File: config.mk
export PLATFORM = sky130hd
export DESIGN_NAME = uart_baud_gen_flat
export DESIGN_NICKNAME = d
export VERILOG_FILES = /design/src/rtl/uart_pkg.sv /design/src/rtl/uart_baud_gen_if.sv /design/src/rtl/uart_frac_acc.sv /design/src/rtl/uart_baud_gen.sv /design/src/flat_wrapper.sv
export SDC_FILE = /design/constraint.sdc
export NUM_CORES = 1
export LEC_CHECK = 0
export BUFFER_PORTS_ARGS = -buffer_cell sky130_fd_sc_hd__buf_2
export CORE_MARGIN = 10
export CORE_UTILIZATION = 25
export DETAILED_ROUTE_END_ITERATION = 16
export SETUP_SLACK_MARGIN = 0.15
export SLEW_MARGIN = 20
export SYNTH_ARGS = -nofsm -noshare
export SYNTH_HDL_FRONTEND = slang
export SYNTH_HIERARCHICAL = 1
export SYNTH_SLANG_ARGS = --single-unit
File: constraint.sdc
create_clock -name clk -period 2.45 [get_ports clk]
set_input_delay 0.245 -clock clk [delete_from_list [all_inputs] [get_ports clk]]
set_output_delay 0.245 -clock clk [all_outputs]
set_load 0.01 [all_outputs]
File: src/rtl/uart_pkg.sv
// Shared definitions for the UART family: default sizes, clog2 helper and the
// baud configuration record.
package uart_pkg;

  localparam int unsigned CNT_W_DEF      = 13;
  localparam int unsigned FRAC_W_DEF     = 3;
  localparam int unsigned OVERSAMPLE_DEF = 16;

  function automatic int unsigned clog2(input int unsigned v);
    int unsigned r;
    r = 0;
    for (int i = 0; i < 32; i++) begin
      if ((64'(1) << i) < 64'(v)) r = i + 1;
    end
    return r;
  endfunction

  typedef struct packed {
    logic [CNT_W_DEF-1:0]  baud_val;
    logic [FRAC_W_DEF-1:0] baud_frac;
  } baud_cfg_t;

endpackage

File: src/rtl/uart_baud_gen_if.sv
// Configuration and strobe bundle between the register block (master) and the
// baud generator (slave).
interface uart_baud_gen_if
  import uart_pkg::*;
#(
  parameter int unsigned CNT_W  = CNT_W_DEF,
  parameter int unsigned FRAC_W = FRAC_W_DEF
);
  // Minimum width of 1 keeps baud_frac legal when the fractional logic is disabled.
  localparam int unsigned FW = (FRAC_W > 0) ? FRAC_W : 1;

  logic          en;
  logic [CNT_W-1:0] baud_val;
  logic [FW-1:0] baud_frac;
  logic          phase_clr;
  logic          baud_clock;
  logic          xmit_pulse;
  logic          rx_sample;

  modport master (
    output en, baud_val, baud_frac, phase_clr,
    input  baud_clock, xmit_pulse, rx_sample
  );

  modport slave (
    input  en, baud_val, baud_frac, phase_clr,
    output baud_clock, xmit_pulse, rx_sample
  );

endinterface

File: src/rtl/uart_frac_acc.sv
// Fractional-divisor accumulator: each reload adds frac and, on carry, arms a
// one-clock stall that stretches the following period.
module uart_frac_acc #(
  parameter int unsigned FRAC_W = 3
) (
  input  logic              clk,
  input  logic              reset,
  input  logic              en,
  input  logic              reload,
  input  logic [FRAC_W-1:0] frac,
  output logic              stall
);

  logic [FRAC_W-1:0] acc_q, acc_d;
  logic              stall_q, stall_d;
  logic [FRAC_W:0]   sum;

  always_comb begin
    acc_d   = acc_q;
    stall_d = stall_q;
    sum     = {1'b0, acc_q} + {1'b0, frac};
    if (!en) begin
      acc_d   = '0;
      stall_d = 1'b0;
    end else if (reload) begin
      // A pending stall consumes this zero-count edge instead of reloading.
      if (stall_q) begin
        stall_d = 1'b0;
      end else begin
        acc_d   = sum[FRAC_W-1:0];
        stall_d = sum[FRAC_W];
      end
    end
  end

  always_ff @(posedge clk) begin
    if (reset) begin
      acc_q   <= '0;
      stall_q <= 1'b0;
    end else begin
      acc_q   <= acc_d;
      stall_q <= stall_d;
    end
  end

  assign stall = stall_q;

endmodule

File: src/rtl/uart_baud_gen.sv
// Baud-rate generator: integer down-counter with fractional stretch, oversample
// tick, bit-rate pulse and mid-bit receive strobe.
module uart_baud_gen
  import uart_pkg::*;
#(
  parameter int unsigned CNT_W      = CNT_W_DEF,
  parameter int unsigned FRAC_W     = FRAC_W_DEF,
  parameter int unsigned OVERSAMPLE = OVERSAMPLE_DEF
) (
  input logic            clk,
  input logic            reset,
  uart_baud_gen_if.slave bus
);

  localparam int unsigned     PH_W   = clog2(OVERSAMPLE);
  localparam logic [PH_W-1:0] PhLast = PH_W'(OVERSAMPLE - 1);
  localparam logic [PH_W-1:0] PhMid  = PH_W'(OVERSAMPLE / 2 - 1);

  logic [CNT_W-1:0] cntr_q, cntr_d;
  logic [PH_W-1:0]  ph_q, ph_d;
  logic             baud_clock_q, baud_clock_d;
  logic             at_zero;
  logic             reload;
  logic             stall;

  assign at_zero = (cntr_q == '0);
  assign reload  = bus.en & at_zero;

  if (FRAC_W > 0) begin : g_frac
    uart_frac_acc #(
      .FRAC_W (FRAC_W)
    ) u_frac_acc (
      .clk    (clk),
      .reset  (reset),
      .en     (bus.en),
      .reload (reload),
      .frac   (bus.baud_frac[FRAC_W-1:0]),
      .stall  (stall)
    );
  end else begin : g_no_frac
    assign stall = 1'b0;
  end

  always_comb begin
    cntr_d       = cntr_q;
    ph_d         = ph_q;
    baud_clock_d = 1'b0;
    if (!bus.en) begin
      cntr_d = '0;
      ph_d   = '0;
    end else begin
      if (!at_zero) begin
        cntr_d = cntr_q - 1'b1;
      end else if (!stall) begin
        baud_clock_d = 1'b1;
        cntr_d       = bus.baud_val;
      end
      // Clear wins over an advance on the same edge.
      if (bus.phase_clr) begin
        ph_d = '0;
      end else if (baud_clock_q) begin
        ph_d = (ph_q == PhLast) ? '0 : ph_q + 1'b1;
      end
    end
  end

  always_ff @(posedge clk) begin
    if (reset) begin
      cntr_q       <= '0;
      ph_q         <= '0;
      baud_clock_q <= 1'b0;
    end else begin
      cntr_q       <= cntr_d;
      ph_q         <= ph_d;
      baud_clock_q <= baud_clock_d;
    end
  end

  assign bus.baud_clock = baud_clock_q;
  assign bus.xmit_pulse = baud_clock_q & (ph_q == PhLast);
  assign bus.rx_sample  = baud_clock_q & (ph_q == PhMid);

endmodule
File: src/flat_wrapper.sv
// flat-port wrapper written by rule: the top's interface ports become plain ports
module uart_baud_gen_flat import uart_pkg::*;
#(
  parameter int unsigned CNT_W      = CNT_W_DEF,
  parameter int unsigned FRAC_W     = FRAC_W_DEF,
  parameter int unsigned OVERSAMPLE = OVERSAMPLE_DEF
)
  (clk, reset, bus_en, bus_baud_val, bus_baud_frac, bus_phase_clr, bus_baud_clock, bus_xmit_pulse, bus_rx_sample);
  uart_baud_gen_if #(.CNT_W(CNT_W), .FRAC_W(FRAC_W)) bus_i ();
  input logic clk;
  input logic reset;
  input wire logic [$bits(bus_i.en)-1:0] bus_en;
  input wire logic [$bits(bus_i.baud_val)-1:0] bus_baud_val;
  input wire logic [$bits(bus_i.baud_frac)-1:0] bus_baud_frac;
  input wire logic [$bits(bus_i.phase_clr)-1:0] bus_phase_clr;
  output wire logic [$bits(bus_i.baud_clock)-1:0] bus_baud_clock;
  output wire logic [$bits(bus_i.xmit_pulse)-1:0] bus_xmit_pulse;
  output wire logic [$bits(bus_i.rx_sample)-1:0] bus_rx_sample;
  assign bus_i.en = bus_en;
  assign bus_i.baud_val = bus_baud_val;
  assign bus_i.baud_frac = bus_baud_frac;
  assign bus_i.phase_clr = bus_phase_clr;
  assign bus_baud_clock = bus_i.baud_clock;
  assign bus_xmit_pulse = bus_i.xmit_pulse;
  assign bus_rx_sample = bus_i.rx_sample;
  uart_baud_gen #(.CNT_W(CNT_W), .FRAC_W(FRAC_W), .OVERSAMPLE(OVERSAMPLE)) u_core (.clk(clk), .reset(reset), .bus(bus_i));
endmodule
# Word-level counts from Yosys, hierarchy flattened
# Index checks and enable logic that the tools add are counted.
dict set report totals {
  register_bits 22
  word_cells 27
}
dict set report op_classes {
  bitwise_logic 6
  n_eq_ne 3
  add_sub_neg 3
  n_reduce_logical 5
  mux 5
}
# cell count
set ops {}
lappend ops {{13-bit 2-to-1 mux} 2}
lappend ops {{13-bit zero test} 1}
lappend ops {{13-bit by 1-bit subtractor with 13-bit output (second input constant)} 1}
lappend ops {{3-bit OR reduction} 2}
lappend ops {{3-bit by 3-bit adder with 4-bit output} 1}
lappend ops {{4-bit by 1-bit adder with 4-bit output (second input constant)} 1}
lappend ops {{4-bit by 3-bit equality test with 1-bit output (second input constant)} 1}
lappend ops {{4-bit equality test (second input constant)} 1}
lappend ops {{4-bit 2-to-1 mux} 1}
lappend ops {{1-bit bitwise AND} 3}
lappend ops {{1-bit inverter} 3}
lappend ops {{1-bit 2-to-1 mux} 2}
lappend ops {{2-bit inequality test (second input constant)} 1}
lappend ops {{2-bit AND reduction} 1}
lappend ops {{2-bit OR reduction} 1}

# Depth between registers and ports, before layout
# Gate-level depths: netlist (run 1).
dict set report logic_depth {
  depth_word 3
  mapped_depth 9
}

# Hierarchy
# Netlist (run 1), hierarchy kept.
# module cells_each area_per_inst_um2 n_inst
set modules_own_cells {}
lappend modules_own_cells {uart_baud_gen 116 997.2 1}
lappend modules_own_cells {uart_frac_acc 24 249.0 1}

# Worst setup path before layout (run 1)
# Ideal clock, no wire load.
dict set report synth_timing {
  kind {register to register}
  startpoint {reg u_core.cntr_q[0]}
  endpoint {reg u_core.g_frac.u_frac_acc.acc_q[0]}
  path_buffers 1
  slack_ps 584
  synth_period_minus_slack_ps 1866
  arrival_ps 1748
  stages_incl_launch_ff 10
  required_ps 2332
  cell_sequence {dfxtp_1 > inv_1 > ha_1 > nor4b_2 > and3_1 > buf_4 > and2_1 > nor2b_4 > mux2i_1 > nor2_1}
}
dict set report synth_between {
  elab_chain_len 3
}
# item line_no
set synth_lines {}
lappend synth_lines {{from (decl)} uart_baud_gen.sv:19} ;# logic [CNT_W-1:0] cntr_q, cntr_d;
lappend synth_lines {{from (signal assigned)} uart_baud_gen.sv:73} ;# cntr_q <= cntr_d;
lappend synth_lines {{13-bit zero test} uart_baud_gen.sv:26} ;# assign at_zero = (cntr_q == '0);
lappend synth_lines {{1-bit bitwise AND} uart_baud_gen.sv:27} ;# assign reload = bus.en & at_zero;
lappend synth_lines {{net u_core.reload} uart_baud_gen.sv:23} ;# logic reload;
lappend synth_lines {{2-bit AND reduction (no source line)} -}
lappend synth_lines {{to (signal assigned)} uart_frac_acc.sv:38} ;# acc_q <= '0;
lappend synth_lines {{to (signal assigned)} uart_frac_acc.sv:41} ;# acc_q <= acc_d;
lappend synth_lines {{to (decl)} uart_frac_acc.sv:14} ;# logic [FRAC_W-1:0] acc_q, acc_d;
# The timed path passes the listed nets, and every way through them passes these cells.
# A chain may end at the register's enable or synchronous reset.

# Worst setup path in the final report (run 1)
dict set report layout_timing {
  startpoint {reg u_core.cntr_q[0]}
  endpoint {reg u_core.cntr_q[10]}
}
dict set report layout_between {
  elab_chain_len 2
  elab_cells_between_ends 4
  classes_between {1 x add/sub; 1 x eq/ne; 1 x mux; 1 x reduce/logical}
}
# item line_no
set layout_lines {}
lappend layout_lines {{13-bit by 1-bit subtractor with 13-bit output or 13-bit zero test (tied branches)} {uart_baud_gen.sv:53, uart_baud_gen.sv:26}}
lappend layout_lines {{13-bit 2-to-1 mux or 2-bit inequality test (tied branches)} -}
# Parallel ways exist; a longest one is shown, timed or not.

==> out/metrics.yaml, run 1 <==
synthTopCellsByCount: "dfxtp_1 (22), a21oi_1 (11), nor2_1 (11)"
hp-class: "primary input to register"
hold_viol_final: 0
ys_seq_area_frac: 0.353
reg2reg_slack_ns: 0.58
synthesis.nets: 167
rsz0062_at_grt: "false"
cts_made_buffers: 3
grt_pass1_wl_mm: 4.64
crit_fanout: 6
crit_required_ns: 2.58
synth_cells: 140
grt-ovfl-total: 0
fin_worst_skew_ns: 0.00592
route.detailed.drc: 0
ctsHoldBuffers: 0
dr.first_iter.drc_count: 78
insertion_delay_ns: 0.26
ys_types: 49
cp_slowest_cell: "or3b_1"
die_y_um: 90.6
post-route-util: 0.308
dp.cells: 224
r2r_cells: 6
cpPeakStageDelay_ns: 0.48
critPathKind: "register to register"
worstReg2RegEnd: "u_core/cntr_q[10]"
fmax_mhz: 535
die-area_um2: 8210
dpl_worst_slack_ns: 0.588
ant_nets: 0
synth-main-ff-cell: "dfxtp_1"
drt_pass1_iterations: 4
grt_max_degree: 18
vias_per_cell: 4.66
drv_cap: 0
leakage_nw: 0.583
reg2reg_from: "u_core/cntr_q[0]"
dpl.hpwl_mm: 2.14
grt_usage: 0.0675
cts_root_buffer: "clkbuf_8"
dieWidth_um: 90.6
htree_levels: 1
nNetsFinal: 189
tritoncts: "done"
syn2layout_area_growth_pct: 18.5
post_cts_buffers: 0
synth_seq_cells: 22
end_kind: "register"
final_layout_size_suffix_gt1_frac: 0.224
numClockSinks: 22
synth.most_common_cell: "dfxtp_1"
rows: 25
port_buffers: 22
crit_path_start_kind: "register"
synth_edf_count: 0
worst_slew_pin_slew_ns: 0.633
grt_pass1_vias: 1047
vias: 1063
startpoint: "u_core/cntr_q[0]"
wl_per_cell_um: 12.1
fin_cells: 228
max_slew_margin: 0.578
powerDensity_nw_per_um2: 1310
hold_start: "bus_phase_clr"
num_antenna_cells: 0
ys_warn_count: 6
final_area_um2: 1480
clockBufferDepth: 2
io_pins: 23
routed_wl_mm: 2.75
status: "complete, no violations"
postSynthAreaPerCell_um2: 8.90
report.final.slew_viol_count: 0
core_area_um2: 4790
power.total_mw: 1.93
yosys.area.top_type_share: 0.353
antenna_found_initial: 0
synth_area_leaders: "dfxtp_1 (35%), ha_1 (6.0%), a21oi_1 (4.4%)"
start_util: 0.260
synthArstFlopShare: 0
placed_cell_area_um2: 1420
cts_resized: 0
path_clk_slew_ns: 0.08
setup-violations-final: 0
finalCritPeriodShare: 0.763
vdd_drop_max_uv: 400
critPathCapture: "u_core/cntr_q[10]"
timing.hold.ws_ns: 0.176
gp_congestion: 0.730
synth_area_um2: 1250
crit_chain: "inv_1 -> ha_1 -> or3b_1 -> o31a_1 -> o21ai_0 -> a21oi_1"
synth.largest_area_cell: "dfxtp_1"
min_period_ns: 1.87
cp.arrival_ns: 2.00
setup_ws_ns: 0.580
tns_ns: 0
report_power, final:
part           total, mW  switching, mW  leakage [nW]  internal [mW]
combinational       1.09          0.579         0.375          0.508
sequential         0.581          0.119         0.179          0.462
clock              0.259          0.116        0.0288          0.143
cells by family after synthesis:
family                   Yosys count  synth area share
AND/OR/NAND/NOR                   53             0.258
adder cells (fa/ha/maj)            7            0.0763
flip-flops                        22             0.353
multiplexers                       5            0.0402
XOR/XNOR                           5            0.0351
AO/OA/AOI/OAI                     34             0.189
buffers and inverters             14            0.0482
flip-flops by register name, indices dropped and copies added, names as in the netlist:
| register | count |
|---|---|
| u_core/bus.baud_clock | 1 |
| u_core/g_frac.u_frac_acc/acc_q | 3 |
| u_core/ph_q | 4 |
| u_core/g_frac.u_frac_acc/stall | 1 |
| u_core/cntr_q | 13 |
routing by layer:
metal	vias to the layer above	routed length, um	track usage
met5	-	0	0
met4	0	42	0.0438
met3	2	92	0.00831
met2	32	1200	0.103
met1	471	1420	0.0866
li1	558	-	-
area by class of cell:
| class | count | area [um^2] |
|---|---|---|
| fill | 513 | 3310 |
| multi-input combinational | 104 | 746 |
| sequential | 22 | 440 |
| timing repair buffer | 24 | 125 |
| tap | 67 | 83.8 |
| clock buffer | 4 | 55.1 |
| inverter | 7 | 26.3 |
worst min path at each step:
stage                      to  slack [ns]  cells after the start
6_report       u_core/ph_q[2]        0.18                      2
5_1_grt        u_core/ph_q[2]        0.17                      2
4_1_cts        u_core/ph_q[2]        0.17                      2
3_5_place_dp   u_core/ph_q[2]        0.45                      2
3_3_place_gp   u_core/ph_q[1]        0.45                      2
2_1_floorplan  u_core/ph_q[1]        0.32                      1
critical path, delay by kind of cell (launching register included):
kind | cells | cell delay [ns]
AOI/OAI and AO/OA | 3 | 0.56
adders and majority gates | 1 | 0.26
buffers and inverters | 1 | 0.12
DFF | 1 | 0.32
and+or+nand+nor | 1 | 0.48
layout by cell type, fill, tap and decap left out, types with 2 or more instances in the layout:
cell type,Yosys,layout
inv_1,6,6
buf_4,1,2
nand3_1,5,5
dfxtp_1,22,22
nor2b_1,2,2
or3_1,4,4
xnor2_1,3,3
a21oi_1,11,11
o31a_1,2,2
nor2_1,11,11
clkbuf_8,0,4
buf_2,2,22
xor2_1,2,2
a31oi_1,3,3
nor4_1,2,2
nand2b_1,4,4
mux2i_1,5,5
ha_1,6,6
a211oi_1,5,5
and3_1,4,4
nor3_1,7,7
o21ai_0,2,2
and2_1,2,2
(Power assumes the default switching activity.)
==> inputs of run 2 (changes only) <==
Clock period 2.45 ns to 1.8 ns, I/O delays scaled along.
==> out/metrics.yaml, run 2 (synthesis results as in run 1) <==
clockBufferDepth: 2  # unchanged
fin_worst_skew_ns: 0.00426  # -0.00166 ns
worst_slew_pin_slew_ns: 0.403  # -0.230 ns
final_cell_mix: "buf_2 (22), dfxtp_1 (20), buf_4 (16)"
drt_pass1_iterations: 4  # unchanged
start_util: 0.260  # unchanged
hp-class: "primary input to register"
routed_wl_mm: 3.24  # +18%
max_slew_margin: 0.731  # +0.153
grt_max_degree: 13  # -5
io_pins: 23  # unchanged
dieWidth_um: 90.6  # unchanged
dr.first_iter.drc_count: 96  # +23%
port_buffers: 22  # unchanged
path_clk_slew_ns: 0.08  # about the same
timing.hold.ws_ns: 0.103  # -0.0730 ns
placed_cell_area_um2: 1490  # +4.8%
dpl.hpwl_mm: 2.31  # +8.1%
antenna_found_initial: 0  # unchanged
setup-violations-final: 0  # unchanged
ant_nets: 0  # unchanged
grt-ovfl-total: 0  # unchanged
vdd_drop_max_uv: 695  # +74%
cts_root_buffer: "clkbuf_8"
crit_path_start_kind: "register"
crit_chain: "buf_4 -> or4_4 -> o41a_1 -> o21ai_2 -> a21oi_1"
crit_fanout: 6  # unchanged
crit_family: "simple AND/OR/NAND/NOR gates"
die-area_um2: 8210  # unchanged
reg2reg_from: "u_core/cntr_q[1]"
tritoncts: "done"
insertion_delay_ns: 0.26  # about the same
vias: 1153  # +8.5%
min_period_ns: 1.69  # -0.178 ns
hold_viol_final: 0  # unchanged
drv_cap: 0  # unchanged
tns_ns: 0  # unchanged
die_y_um: 90.6  # unchanged
vias_per_cell: 4.78  # +2.6%
nNetsFinal: 203  # +7.4%
largest_register_ffs: 13  # unchanged
gp_congestion: 0.730  # about the same
grt_usage: 0.0757  # +0.00817
layout_commonest_cell: "buf_2"
ctsHoldBuffers: 0  # unchanged
syn2layout_area_growth_pct: 33.4
htree_levels: 1  # unchanged
leakage_nw: 0.666  # +14%
cp_num_buf_inv: 1  # unchanged
report.final.slew_viol_count: 0  # unchanged
final_layout_size_suffix_gt1_frac: 0.368  # +0.144
grt_pass1_wl_mm: 5.24  # +13%
rsz0062_at_grt: "true"
startpoint: "u_core/cntr_q[1]"
power.total_mw: 3.21  # +67%
cts_made_buffers: 3  # unchanged
hold_start: "bus_phase_clr"
numClockSinks: 22  # unchanged
post-route-util: 0.347  # +0.0390
cpPeakStageDelay_ns: 0.56  # +0.08 ns
route.detailed.drc: 0  # unchanged
cp_slowest_cell: "or4_4"
wl_per_cell_um: 13.4  # +11%
end_kind: "register"
cp.arrival_ns: 1.85  # -0.15 ns
crit_required_ns: 1.95  # -0.63 ns
grt_pass1_vias: 1107  # +5.7%
rows: 25  # unchanged
core_area_um2: 4790  # unchanged
status: "complete, no violations"
num_antenna_cells: 0  # unchanged
finalCritPeriodShare: 0.940  # +0.177
final_area_um2: 1660  # +13%
critPathKind: "register to register"
fmax_mhz: 591  # +11%
powerDensity_nw_per_um2: 1930  # +48%
top_regs: "u_core/cntr_q (13), u_core/ph_q (4), u_core/g_frac.u_frac_acc/acc_q (3)"
largest_register: "u_core/cntr_q"
-- run 2: changes by cell type in the layout (fill, tap and decap cells not counted), sizes merged --
cell,delta
clkbuf,-1
buf,+14
-- run 2: path summary, 6_finish.rpt --
check	cells after the start	end	slack [ns]
max	5	u_core/cntr_q[9]	0.11
min	2	u_core/ph_q[2]	0.10
max reg2reg	5	u_core/cntr_q[9]	0.11
min reg2reg	2	u_core/g_frac.u_frac_acc/acc_q[2]	0.51
-- run 2: worst reg2reg max path: cells and delay by family, from the launching register on --
| family | cells | cell delay [ns] |
|---|---|---|
| and+or+nand+nor | 1 | 0.56 |
| DFF | 1 | 0.36 |
| AOI/OAI and AO/OA | 3 | 0.52 |
| buffers and inverters | 1 | 0.14 |
-- run 2: what timing repair did --
action	4_1_cts	5_1_grt
endpoints found under the setup margin	11	16
hold endpoints to repair	0	0
setup buffers	3	6
gates resized for setup	4	10
pin swaps	1	5
-- run 2: where the power goes --
group / internal (mW) / total (mW) / switching, mW
Combinational: 1.09 / 2.07 / 0.975
Clock: 0.149 / 0.303 / 0.154
Sequential: 0.635 / 0.844 / 0.209
Total: 1.87 / 3.21 / 1.34
-- run 2: stage by stage --
| step | setup WS, ns | std cells |
|---|---|---|
| 6_report | 0.108 | 241 |
| 5_1_grt | 0.0214 | 241 |
| 4_1_cts | 0.122 | 235 |
| 3_5_place_dp | 0.00522 | 229 |
| 3_3_place_gp | -0.00166 | 229 |
| 2_1_floorplan | 0.0614 | 140 |
-- run 2: metal layers --
metal,up-vias,GRT usage,wire [um]
li1,581,-,-
met1,540,0.0980,1550
met2,27,0.114,1510
met3,5,0.0216,134
met4,0,0.0318,46
met5,-,0,0
-- run 2: area by class of cell --
| cell class | instances | area [um^2] |
|---|---|---|
| sequential | 22 | 445 |
| inverter | 7 | 28.8 |
| tap | 67 | 83.8 |
| multi-input combinational | 104 | 833 |
| timing repair buffer | 38 | 230 |
| clock buffer | 3 | 41.3 |
| fill | 499 | 3120 |
==> inputs of run 3 (changes only) <==
Settings changed: ABC_AREA from default to 1.
==> out/metrics.yaml, run 3 <==
num_antenna_cells: 0  # unchanged
largest_register_ffs: 13  # unchanged
drv_cap: 0  # unchanged
synth.largest_area_cell: "dfxtp_1"
placed_cell_area_um2: 1630  # +9.2%
max_slew_margin: 0.803  # +0.0713
dpl_worst_slack_ns: 0.203  # +0.198 ns
use_met3: 0.0165  # -0.00512
r2r_cells: 10  # +5
top_regs: "u_core/cntr_q (13), u_core/ph_q (4), u_core/g_frac.u_frac_acc/acc_q (3)"
final_layout_size_suffix_gt1_frac: 0.233  # -0.135
drt_pass1_iterations: 4  # unchanged
vdd_drop_max_uv: 663  # -4.6%
status: "complete, no violations"
powerDensity_nw_per_um2: 1970  # +2.0%
finalCritPeriodShare: 0.819  # -0.122
crit_path_start_kind: "register"
ant_nets: 0  # unchanged
clockBufferDepth: 2  # unchanged
crit_fanout: 8  # +2
min_period_ns: 1.47  # -0.219 ns
gp_congestion: 0.834  # +14%
fmax_mhz: 679  # +15%
tns_ns: 0  # unchanged
ctsHoldBuffers: 0  # unchanged
die_y_um: 95.4  # +5.3%
route.detailed.drc: 0  # unchanged
setup-violations-final: 0  # unchanged
grt_pass1_wl_mm: 5.50  # +4.9%
post-route-util: 0.312  # -0.0352
report.final.slew_viol_count: 0  # unchanged
io_pins: 23  # unchanged
critPathKind: "register to register"
cts_root_buffer: "clkbuf_8"
dr.first_iter.drc_count: 54  # -44%
synth-main-ff-cell: "dfxtp_1"
fin_worst_skew_ns: 0.00517  # +0.000906 ns
worstReg2RegEnd: "u_core/g_frac.u_frac_acc/acc_q[1]"
nNetsFinal: 264  # +30%
hold_depth: 2  # unchanged
port_buffers: 22  # unchanged
reg2reg_from: "u_core/cntr_q[0]"
hp-class: "primary input to register"
grt_pass1_vias: 1225  # +11%
power.total_mw: 3.39  # +5.4%
synth_seq_cells: 22  # unchanged
die-area_um2: 9110  # +11%
antenna_found_initial: 0  # unchanged
fin_cells: 308  # +28%
synth_area_leaders: "dfxtp_1 (31%), nand2_1 (11%), nor2_1 (8.7%)"
worst_slew_pin_slew_ns: 0.294  # -0.109 ns
synthArstFlopShare: 0  # unchanged
rsz0062_at_grt: "false"
vias_per_cell: 4.20  # -12%
dieWidth_um: 95.4  # +5.3%
vias: 1293  # +12%
startpoint: "u_core/cntr_q[0]"
hold_viol_final: 0  # unchanged
timing.hold.ws_ns: 0.0852  # -0.0178 ns
htree_levels: 1  # unchanged
synth_edf_count: 0  # unchanged
cts_made_buffers: 3  # unchanged
syn2layout_area_growth_pct: 20.8
ys_warn_count: 6  # unchanged
dp.cells: 302  # +32%
tritoncts: "done"
synth_cells: 207  # +48%
ys_types: 27  # -45%
reg2reg_slack_ns: 0.33  # +0.22 ns
grt-ovfl-total: 0  # unchanged
insertion_delay_ns: 0.27  # about the same
critPathCapture: "u_core/g_frac.u_frac_acc/acc_q[1]"
wl_per_cell_um: 10.5  # -22%
routed_wl_mm: 3.23  # -0.28%
ys_seq_area_frac: 0.310  # -0.0438
rows: 27  # +8.0%
end_kind: "register"
grt_use_met1: 0.0882  # -0.00987
yosys.area.top_type_share: 0.310  # -0.0438
synthTopCellsByCount: "nand2_1 (43), nor2_1 (33), inv_1 (29)"
dpl.hpwl_mm: 2.55  # +10%
start_util: 0.258  # -0.00204
synth.most_common_cell: "nand2_1"
postSynthAreaPerCell_um2: 6.87  # -23%
grt_usage: 0.0756  # about the same
leakage_nw: 0.819  # +23%
core_area_um2: 5510  # +15%
final_cell_mix: "nand2_1 (43), nor2_1 (32), inv_1 (27)"
gr-max-usage-layer: "met2"
numClockSinks: 22  # unchanged
path_clk_slew_ns: 0.08  # about the same
synthesis.nets: 234  # +40%
use_met2: 0.125  # +0.0114
largest_register: "u_core/cntr_q"
setup_ws_ns: 0.327  # +0.219 ns
grt_max_degree: 14  # +1
final_area_um2: 1720  # +3.4%
cp.arrival_ns: 1.68  # -0.17 ns
synth_area_um2: 1420  # +14%
crit_required_ns: 2.00  # +0.05 ns
layout_commonest_cell: "nand2_1"
==> run 3: cell types whose count changed after synthesis, moves of 5 or more <==
cell      before  now
nand2_1        1   43
a211oi_1       5    0
nand3_1        5   15
nor2_1        11   33
o21ai_0        2   11
inv_1          6   29
==> run 3: what timing repair did <==
item | CTS | global route
endpoints found under the setup margin | 0 | 15
buffers inserted | 0 | 2
resized for setup | 0 | 5
==> run 3: critical path: stages (launching register included) <==
cell and delay (ns):
dfxtp_1 0.33, inv_2 0.08, ha_2 0.18, nand2_1 0.08
nor2_4 0.12, nand2_4 0.10, nor2_2 0.11, inv_1 0.09
nor2_4 0.15, o21ai_1 0.07, a21oi_1 0.11
==> run 3: worst min-delay path by stage <==
stage                              from             end
after global placement    bus_phase_clr  u_core/ph_q[1]
after global routing      bus_phase_clr  u_core/ph_q[1]
after detailed placement  bus_phase_clr  u_core/ph_q[1]
after floorplan           bus_phase_clr  u_core/ph_q[1]
after CTS                 bus_phase_clr  u_core/ph_q[1]
final                     bus_phase_clr  u_core/ph_q[1]
==> run 3: cells by family after synthesis <==
| kind of cell | after synthesis | synth area share |
|---|---|---|
| AND/OR/NAND/NOR | 116 | 0.408 |
| buffers and inverters | 34 | 0.100 |
| AO/OA/AOI/OAI | 23 | 0.0836 |
| flip-flops | 22 | 0.310 |
| adder cells (fa/ha/maj) | 7 | 0.0668 |
| XOR/XNOR | 4 | 0.0246 |
| multiplexers | 1 | 0.00704 |
==> run 3: area by class of cell <==
| cell class | instances | area, um^2 |
|---|---|---|
| Fill cell | 610 | 3790 |
| Multi-Input combinational cell | 151 | 845 |
| Sequential cell | 22 | 442 |
| Timing Repair Buffer | 28 | 155 |
| Inverter | 31 | 116 |
| Tap cell | 72 | 90.1 |
| Clock buffer | 3 | 41.3 |
| Clock inverter | 1 | 30.0 |
==> run 3: per-layer routing <==
| metal | routed length [um] | part of all wire | vias to the layer above |
|---|---|---|---|
| li1 | - | - | 710 |
| met2 | 1520 | 0.47 | 23 |
| met3 | 141 | 0.044 | 7 |
| met4 | 101 | 0.031 | 0 |
| met5 | 0 | 0 | - |
| met1 | 1470 | 0.46 | 553 |
==> run 3: report_power, final <==
| part | switching (mW) | leakage [nW] | internal (mW) | total [mW] |
|---|---|---|---|---|
| Combinational | 1.32 | 0.604 | 0.811 | 2.13 |
| Sequential | 0.159 | 0.180 | 0.632 | 0.791 |
| Clock | 0.170 | 0.0357 | 0.297 | 0.467 |
| Total | 1.65 | 0.819 | 1.74 | 3.39 |
